--- config.mk ---
export PLATFORM = sky130hd
export DESIGN_NAME = adder_ahead_pipe_flat
export DESIGN_NICKNAME = d
export VERILOG_FILES = /design/src/rtl/adder_ahead_pipe_if.sv /design/src/rtl/adder_ahead_pipe.sv /design/src/flat_wrapper.sv
export SDC_FILE = /design/constraint.sdc
export NUM_CORES = 1
export LEC_CHECK = 0
export CAP_MARGIN = 20
export CORE_MARGIN = 2
export CORE_UTILIZATION = 30
export DETAILED_ROUTE_END_ITERATION = 12
export MAX_ROUTING_LAYER = met4
export PLACE_DENSITY = 0.53
export SETUP_SLACK_MARGIN = 0.15
export SLEW_MARGIN = 15
export SYNTH_ARGS = -nofsm -noshare
export SYNTH_HDL_FRONTEND = slang
export SYNTH_SLANG_ARGS = --single-unit
export TNS_END_PERCENT = 30
--- constraint.sdc ---
create_clock -name clk_i -period 3.1 [get_ports clk_i]
set_input_delay 0.465 -clock clk_i [delete_from_list [all_inputs] [get_ports clk_i]]
set_output_delay 0.465 -clock clk_i [all_outputs]
set_load 0.005 [all_outputs]
--- src/rtl/adder_ahead_pipe_if.sv ---
// Operand/result bus for the pipelined lookahead adder.
// Carries the valid/ready handshake on both sides plus the result flags.
interface adder_ahead_pipe_if #(
  parameter int WIDTH = 16
);
  logic             in_valid_i;
  logic             in_ready_o;
  logic [WIDTH-1:0] a_i;
  logic [WIDTH-1:0] b_i;
  logic             cin_i;
  logic             out_valid_o;
  logic             out_ready_i;
  logic [WIDTH-1:0] sum_o;
  logic             cout_o;
  logic             ovf_o;
  logic             g_o;
  logic             p_o;

  modport slave (
    input  in_valid_i, a_i, b_i, cin_i, out_ready_i,
    output in_ready_o, out_valid_o, sum_o, cout_o, ovf_o, g_o, p_o
  );

  modport master (
    output in_valid_i, a_i, b_i, cin_i, out_ready_i,
    input  in_ready_o, out_valid_o, sum_o, cout_o, ovf_o, g_o, p_o
  );
endinterface

--- src/rtl/adder_ahead_pipe.sv ---
// Two-stage pipelined carry-lookahead adder built from 4-bit lookahead groups.
// Stage 1 captures operands and per-group G/P; stage 2 resolves group carries,
// ripples inside each group, and registers sum, carry-out, overflow and the
// block-level G/P used when chaining instances under an external lookahead.
module adder_ahead_pipe #(
  parameter int WIDTH = 16
) (
  input  logic                 clk_i,
  input  logic                 rst_i,
  adder_ahead_pipe_if.slave    bus
);

  localparam int NG = WIDTH / 4;

  // 4-bit lookahead group: returns {G, P} from bit-level generate/propagate.
  function automatic logic [1:0] grp_gp(input logic [3:0] g, input logic [3:0] p);
    logic gg;
    gg = g[3] | (p[3] & g[2]) | (p[3] & p[2] & g[1]) | (p[3] & p[2] & p[1] & g[0]);
    return {gg, &p};
  endfunction

  // ---- stage 0: bit-level g/p and group G/P from the raw operands ----
  logic [WIDTH-1:0] g_bit_p0;
  logic [WIDTH-1:0] p_bit_p0;
  logic [NG-1:0]    gg_p0;
  logic [NG-1:0]    pg_p0;

  assign g_bit_p0 = bus.a_i & bus.b_i;
  assign p_bit_p0 = bus.a_i | bus.b_i;

  // Fold each nibble of bit-level g/p into its group generate/propagate.
  always_comb begin
    gg_p0 = '0;
    pg_p0 = '0;
    for (int k = 0; k < NG; k++) begin
      {gg_p0[k], pg_p0[k]} = grp_gp(g_bit_p0[4*k +: 4], p_bit_p0[4*k +: 4]);
    end
  end

  // ---- handshake: both stages advance together when the output drains ----
  logic vld_p1;
  logic vld_p2;
  logic s1_en;
  logic s2_en;

  assign s2_en          = !vld_p2 | bus.out_ready_i;
  assign s1_en          = !vld_p1 | s2_en;
  assign bus.in_ready_o = s1_en;

  // ---- stage 1 registers ----
  logic [WIDTH-1:0] a_p1;
  logic [WIDTH-1:0] b_p1;
  logic             cin_p1;
  logic [NG-1:0]    gg_p1;
  logic [NG-1:0]    pg_p1;

  // Stage 1 capture: load operands and group G/P whenever stage 1 may advance.
  always_ff @(posedge clk_i) begin
    if (rst_i) begin
      vld_p1 <= 1'b0;
      a_p1   <= '0;
      b_p1   <= '0;
      cin_p1 <= 1'b0;
      gg_p1  <= '0;
      pg_p1  <= '0;
    end else if (s1_en) begin
      vld_p1 <= bus.in_valid_i;
      a_p1   <= bus.a_i;
      b_p1   <= bus.b_i;
      cin_p1 <= bus.cin_i;
      gg_p1  <= gg_p0;
      pg_p1  <= pg_p0;
    end
  end

  // ---- stage 1 -> 2 combinational: group carries, in-group ripple, flags ----
  logic [WIDTH-1:0] g_bit_p1;
  logic [WIDTH-1:0] p_bit_p1;
  logic [NG-1:0]    cgrp_p1;
  logic [WIDTH-1:0] sum_c;
  logic             cout_c;
  logic             cmsb_c;
  logic             blk_g_c;
  logic             c_run;

  assign g_bit_p1 = a_p1 & b_p1;
  assign p_bit_p1 = a_p1 | b_p1;

  // Resolve carries: lookahead across groups, then ripple within each group.
  always_comb begin
    cgrp_p1 = '0;
    sum_c   = '0;
    cmsb_c  = 1'b0;
    blk_g_c = 1'b0;
    c_run   = cin_p1;
    for (int k = 0; k < NG; k++) begin
      cgrp_p1[k] = c_run;
      c_run      = gg_p1[k] | (pg_p1[k] & c_run);
    end
    cout_c = c_run;
    for (int k = 0; k < NG; k++) begin
      c_run = cgrp_p1[k];
      for (int j = 0; j < 4; j++) begin
        sum_c[4*k+j] = a_p1[4*k+j] ^ b_p1[4*k+j] ^ c_run;
        if (4*k + j == WIDTH - 1) begin
          cmsb_c = c_run;
        end
        c_run = g_bit_p1[4*k+j] | (p_bit_p1[4*k+j] & c_run);
      end
    end
    // Block generate is the group-carry chain evaluated with carry-in forced to 0.
    for (int k = 0; k < NG; k++) begin
      blk_g_c = gg_p1[k] | (pg_p1[k] & blk_g_c);
    end
  end

  // ---- stage 2 registers ----
  logic [WIDTH-1:0] sum_p2;
  logic             cout_p2;
  logic             ovf_p2;
  logic             g_p2;
  logic             p_p2;

  // Stage 2 capture: register the resolved result whenever the output can move.
  always_ff @(posedge clk_i) begin
    if (rst_i) begin
      vld_p2  <= 1'b0;
      sum_p2  <= '0;
      cout_p2 <= 1'b0;
      ovf_p2  <= 1'b0;
      g_p2    <= 1'b0;
      p_p2    <= 1'b0;
    end else if (s2_en) begin
      vld_p2  <= vld_p1;
      sum_p2  <= sum_c;
      cout_p2 <= cout_c;
      ovf_p2  <= cmsb_c ^ cout_c;
      g_p2    <= blk_g_c;
      p_p2    <= &pg_p1;
    end
  end

  assign bus.out_valid_o = vld_p2;
  assign bus.sum_o       = sum_p2;
  assign bus.cout_o      = cout_p2;
  assign bus.ovf_o       = ovf_p2;
  assign bus.g_o         = g_p2;
  assign bus.p_o         = p_p2;

endmodule
--- src/flat_wrapper.sv ---
// flat-port wrapper written by rule: the top's interface ports become plain ports
module adder_ahead_pipe_flat 
#(
  parameter int WIDTH = 16
)
  (clk_i, rst_i, bus_in_valid_i, bus_a_i, bus_b_i, bus_cin_i, bus_out_ready_i, bus_in_ready_o, bus_out_valid_o, bus_sum_o, bus_cout_o, bus_ovf_o, bus_g_o, bus_p_o);
  adder_ahead_pipe_if #(.WIDTH(WIDTH)) bus_i ();
  input  logic clk_i;
  input  logic rst_i;
  input wire logic [$bits(bus_i.in_valid_i)-1:0] bus_in_valid_i;
  input wire logic [$bits(bus_i.a_i)-1:0] bus_a_i;
  input wire logic [$bits(bus_i.b_i)-1:0] bus_b_i;
  input wire logic [$bits(bus_i.cin_i)-1:0] bus_cin_i;
  input wire logic [$bits(bus_i.out_ready_i)-1:0] bus_out_ready_i;
  output wire logic [$bits(bus_i.in_ready_o)-1:0] bus_in_ready_o;
  output wire logic [$bits(bus_i.out_valid_o)-1:0] bus_out_valid_o;
  output wire logic [$bits(bus_i.sum_o)-1:0] bus_sum_o;
  output wire logic [$bits(bus_i.cout_o)-1:0] bus_cout_o;
  output wire logic [$bits(bus_i.ovf_o)-1:0] bus_ovf_o;
  output wire logic [$bits(bus_i.g_o)-1:0] bus_g_o;
  output wire logic [$bits(bus_i.p_o)-1:0] bus_p_o;
  assign bus_i.in_valid_i = bus_in_valid_i;
  assign bus_i.a_i = bus_a_i;
  assign bus_i.b_i = bus_b_i;
  assign bus_i.cin_i = bus_cin_i;
  assign bus_i.out_ready_i = bus_out_ready_i;
  assign bus_in_ready_o = bus_i.in_ready_o;
  assign bus_out_valid_o = bus_i.out_valid_o;
  assign bus_sum_o = bus_i.sum_o;
  assign bus_cout_o = bus_i.cout_o;
  assign bus_ovf_o = bus_i.ovf_o;
  assign bus_g_o = bus_i.g_o;
  assign bus_p_o = bus_i.p_o;
  adder_ahead_pipe #(.WIDTH(WIDTH)) u_core (.clk_i(clk_i), .rst_i(rst_i), .bus(bus_i));
endmodule
==> out/metrics.yaml <==
rsz0062_at_grt: "no"
largest_family_of_logic_cells_by_synthesized_area: "simple AND/OR/NAND/NOR gates"
grt_max_degree: 43
drtAntennaViolNets: 0
area_fraction_of_the_dominant_cell_type_after_synthesis_pct: 44.7
number_of_synthesis_warnings: 0
grt_pass1_wl_um: 10800
synthMostInstantiatedCell: "sky130_fd_sc_hd__nand2_1"
cts.repair_timing.setup_buffer_count: 0
worst-slew-pin-transition_ps: 782
dpl.hpwl_um: 4890
reg2reg_depth: 13
synth_area_per_cell_sq_um: 8.12
cts.htree.levels: 3
worstHoldEndpoint: "u_core.bus.sum_o[13]"
p_leak_nw: 1.46
cts_buffer_depth: 2
fin_skew_ps: 9.68
crit_required_ps: 3350
grt-ovfl-total: 0
synthFlopType: "sky130_fd_sc_hd__dfxtp_1"
setup_ws_ps: 443
synth_top_area_cells: "sky130_fd_sc_hd__dfxtp_1 (45%), sky130_fd_sc_hd__nand2_1 (13%), sky130_fd_sc_hd__a21oi_1 (9.1%)"
cts.hold.buffers_added: 0
drtIter0Drc: 87
routed_via_density: 4.69
worst_skew_pair.late_latency_ps: 340
achievable-frequency_mhz: 376
timing.final.max_slew_violations: 0
worstPathMaxFanout: 4
area.growth.synth_to_final_pct: 30.0
setup_tns_ps: 0
setup.worst_path.class: "register to register"
asyncSetResetFlopFracSynth_pct: 0
relSlewSlack_pct: 47.9
arrival_ps: 2900
syn_inst: 347
finish.net_count: 451
route.detailed.wl_per_inst_um: 13.0
synth_commonest_cells: "sky130_fd_sc_hd__nand2_1 (94), sky130_fd_sc_hd__dfxtp_1 (63), sky130_fd_sc_hd__a21oi_1 (51)"
cts_buffers: 9
syn_nets: 396
fin_total_pwr_mw: 1.92
tritoncts: "yes"
port_bufs: 58
finalSetupViolations: 0
worst_hold_path.num_cells: 2
maximum_resistive_drop_on_vdd_mv: 0.226
yosys-mux-area-fraction_pct: 0
cts_resized: 0
complex_gate_fraction_of_the_synthesized_area_pct: 16.5
placeableCoreArea_sq_um: 9200
yosys_register_bits: 63
hold_ws_ps: 453
dp_worst_setup_slack_ps: 438
placement_rows: 35
power_density_nw_per_um2: 523
gr-usage-all-layers_pct: 14.0
post-route-period-util_pct: 85.7
drc: 0
critical_path.startpoint_type: "register"
critPathCaptureType: "register"
antenna_cells_inserted: 0
drive_above_1_share_pct: 6.14
antenna_found_initial: 0
number_of_clock_sinks: 63
mappedNetlistArea_sq_um: 2820
synth_top_cell_by_area: "sky130_fd_sc_hd__dfxtp_1"
number_of_enable_flip_flop_cells_after_synthesis: 0
post_synth_and_or_nand_nor_area_fraction_pct: 20.8
first_global_vias: 2279
routed_wirelength_um: 6750
synth.yosys.seq_area_share_pct: 44.7
starting_density_of_the_core_pct: 30.7
finalWeightedCongestion: 0.762
max_cap_viol_count: 0
die_width_um: 101
final_worst_path_period_need_ps: 2660
synthXorXnorAreaFrac_pct: 2.49
finish.utilization_pct: 39.8
hold_viol_final: 0
routed-via-count: 2430
drt_pass1_iterations: 4
floorplan.die_area_sq_um: 10200
clk_pin_slew_ps: 70
timing.reg2reg.setup_slack_ps: 440
synth.lib_cells_used.distinct: 28
r2r_end: "u_core.bus.sum_o[15]"
die_h_um: 101
ctsRootBufferMaster: "sky130_fd_sc_hd__clkbuf_8"
min-delay-start: "u_core.bus.sum_o[13]"
timing.hold.worst.class: "register to register"
boundaryPins: 59
timing.rr.start: "u_core.cin_p1"
post_synth_adder_cell_area_pct: 8.52
outcome: "finished clean"
==> critical path, cell delays in order, from the launching register on <==
cell and delay, ps:
sky130_fd_sc_hd__dfxtp_1 360, sky130_fd_sc_hd__a21oi_1 100, sky130_fd_sc_hd__inv_1 100, sky130_fd_sc_hd__a21oi_1 120, sky130_fd_sc_hd__nor2b_1 120, sky130_fd_sc_hd__nor2_1 60, sky130_fd_sc_hd__fa_1 420, sky130_fd_sc_hd__inv_1 90
sky130_fd_sc_hd__fa_1 180, sky130_fd_sc_hd__inv_1 60, sky130_fd_sc_hd__fa_1 480, sky130_fd_sc_hd__xnor2_1 160, sky130_fd_sc_hd__xnor2_1 130, sky130_fd_sc_hd__a211oi_1 210
==> report_power, final <==
| group | internal (mW) | switching (mW) | total (mW) |
|---|---|---|---|
| combinational | 0.164 | 0.133 | 0.297 |
| clock | 0.388 | 0.319 | 0.708 |
| sequential | 0.872 | 0.0395 | 0.912 |
==> placed cells by master, fill, tap and decap left out <==
cell type,n
sky130_fd_sc_hd__nand2_1,94
sky130_fd_sc_hd__o22ai_1,5
sky130_fd_sc_hd__nor2b_4,1
sky130_fd_sc_hd__nor3_1,10
sky130_fd_sc_hd__bufinv_16,1
sky130_fd_sc_hd__o2bb2a_1,1
sky130_fd_sc_hd__o21ai_0,1
sky130_fd_sc_hd__a21oi_1,51
sky130_fd_sc_hd__buf_2,1
sky130_fd_sc_hd__inv_1,18
sky130_fd_sc_hd__nor2_1,34
sky130_fd_sc_hd__and2_1,1
sky130_fd_sc_hd__buf_12,1
sky130_fd_sc_hd__clkinvlp_4,2
sky130_fd_sc_hd__o211ai_1,4
sky130_fd_sc_hd__inv_2,1
sky130_fd_sc_hd__a22oi_1,4
sky130_fd_sc_hd__xnor2_1,8
sky130_fd_sc_hd__nand3_1,2
sky130_fd_sc_hd__clkdlybuf4s50_1,57
sky130_fd_sc_hd__nand2b_1,1
sky130_fd_sc_hd__o221ai_1,1
sky130_fd_sc_hd__a211oi_1,8
sky130_fd_sc_hd__nor2b_1,2
sky130_fd_sc_hd__clkbuf_8,10
sky130_fd_sc_hd__buf_4,5
sky130_fd_sc_hd__dfxtp_1,63
sky130_fd_sc_hd__fa_1,12
sky130_fd_sc_hd__clkinv_2,3
sky130_fd_sc_hd__a2111oi_0,4
sky130_fd_sc_hd__and3_1,1
==> cell type report <==
cell class,count,area (sq um)
fillers,970,5530
multi-input cells,245,1360
flip-flops and latches,63,1260
repair buffers,64,633
well taps,111,139
clock buffers,10,138
inverters,19,71.3
clock inverters,6,60.1
==> cell families after synthesis <==
kind of cell,count (synthesis)
adders and majority gates,12
DFF,63
AOI/OAI and AO/OA,79
buffers and inverters,39
xor gates and xnor gates,8
and+or+nand+nor,146
==> flip-flops by register name, summed over array words and instances (netlist names) <==
register                count
u_core.pg_p1                4
u_core.bus.g_o              1
u_core.cin_p1               1
u_core.a_p1                16
u_core.bus.sum_o           16
u_core.b_p1                16
u_core.bus.cout_o           1
u_core.bus.p_o              1
u_core.vld_p1               1
u_core.bus.ovf_o            1
u_core.bus.out_valid_o      1
u_core.gg_p1                4
==> how the worst max path moves through the flow <==
stage | from | end | cells past startpoint
floorplan | u_core.cin_p1 | u_core.bus.sum_o[15] | 13
detailed placement | u_core.cin_p1 | u_core.bus.sum_o[15] | 13
CTS | u_core.cin_p1 | u_core.bus.sum_o[15] | 13
global route | u_core.cin_p1 | u_core.bus.sum_o[15] | 13
finish | u_core.cin_p1 | u_core.bus.sum_o[15] | 13
global placement | u_core.cin_p1 | u_core.bus.sum_o[15] | 13
==> per-layer routing <==
| layer | share of wire [%] | vias up | track usage [%] |
|---|---|---|---|
| met4 | 1.4 | 0 | 5.93 |
| met1 | 50 | 1127 | 18.3 |
| met5 | 0 | - | - |
| met3 | 2.7 | 10 | 2.50 |
| met2 | 46 | 46 | 21.3 |
| li1 | - | 1247 | - |
==> stage by stage <==
step / instances / cell area, sq um
6_report: 518 / 3660
5_1_grt: 518 / 3660
4_1_cts: 518 / 3660
3_5_place_dp: 502 / 3470
3_3_place_gp: 502 / 3470
2_1_floorplan: 347 / 2820
(Power assumes the default switching activity.)
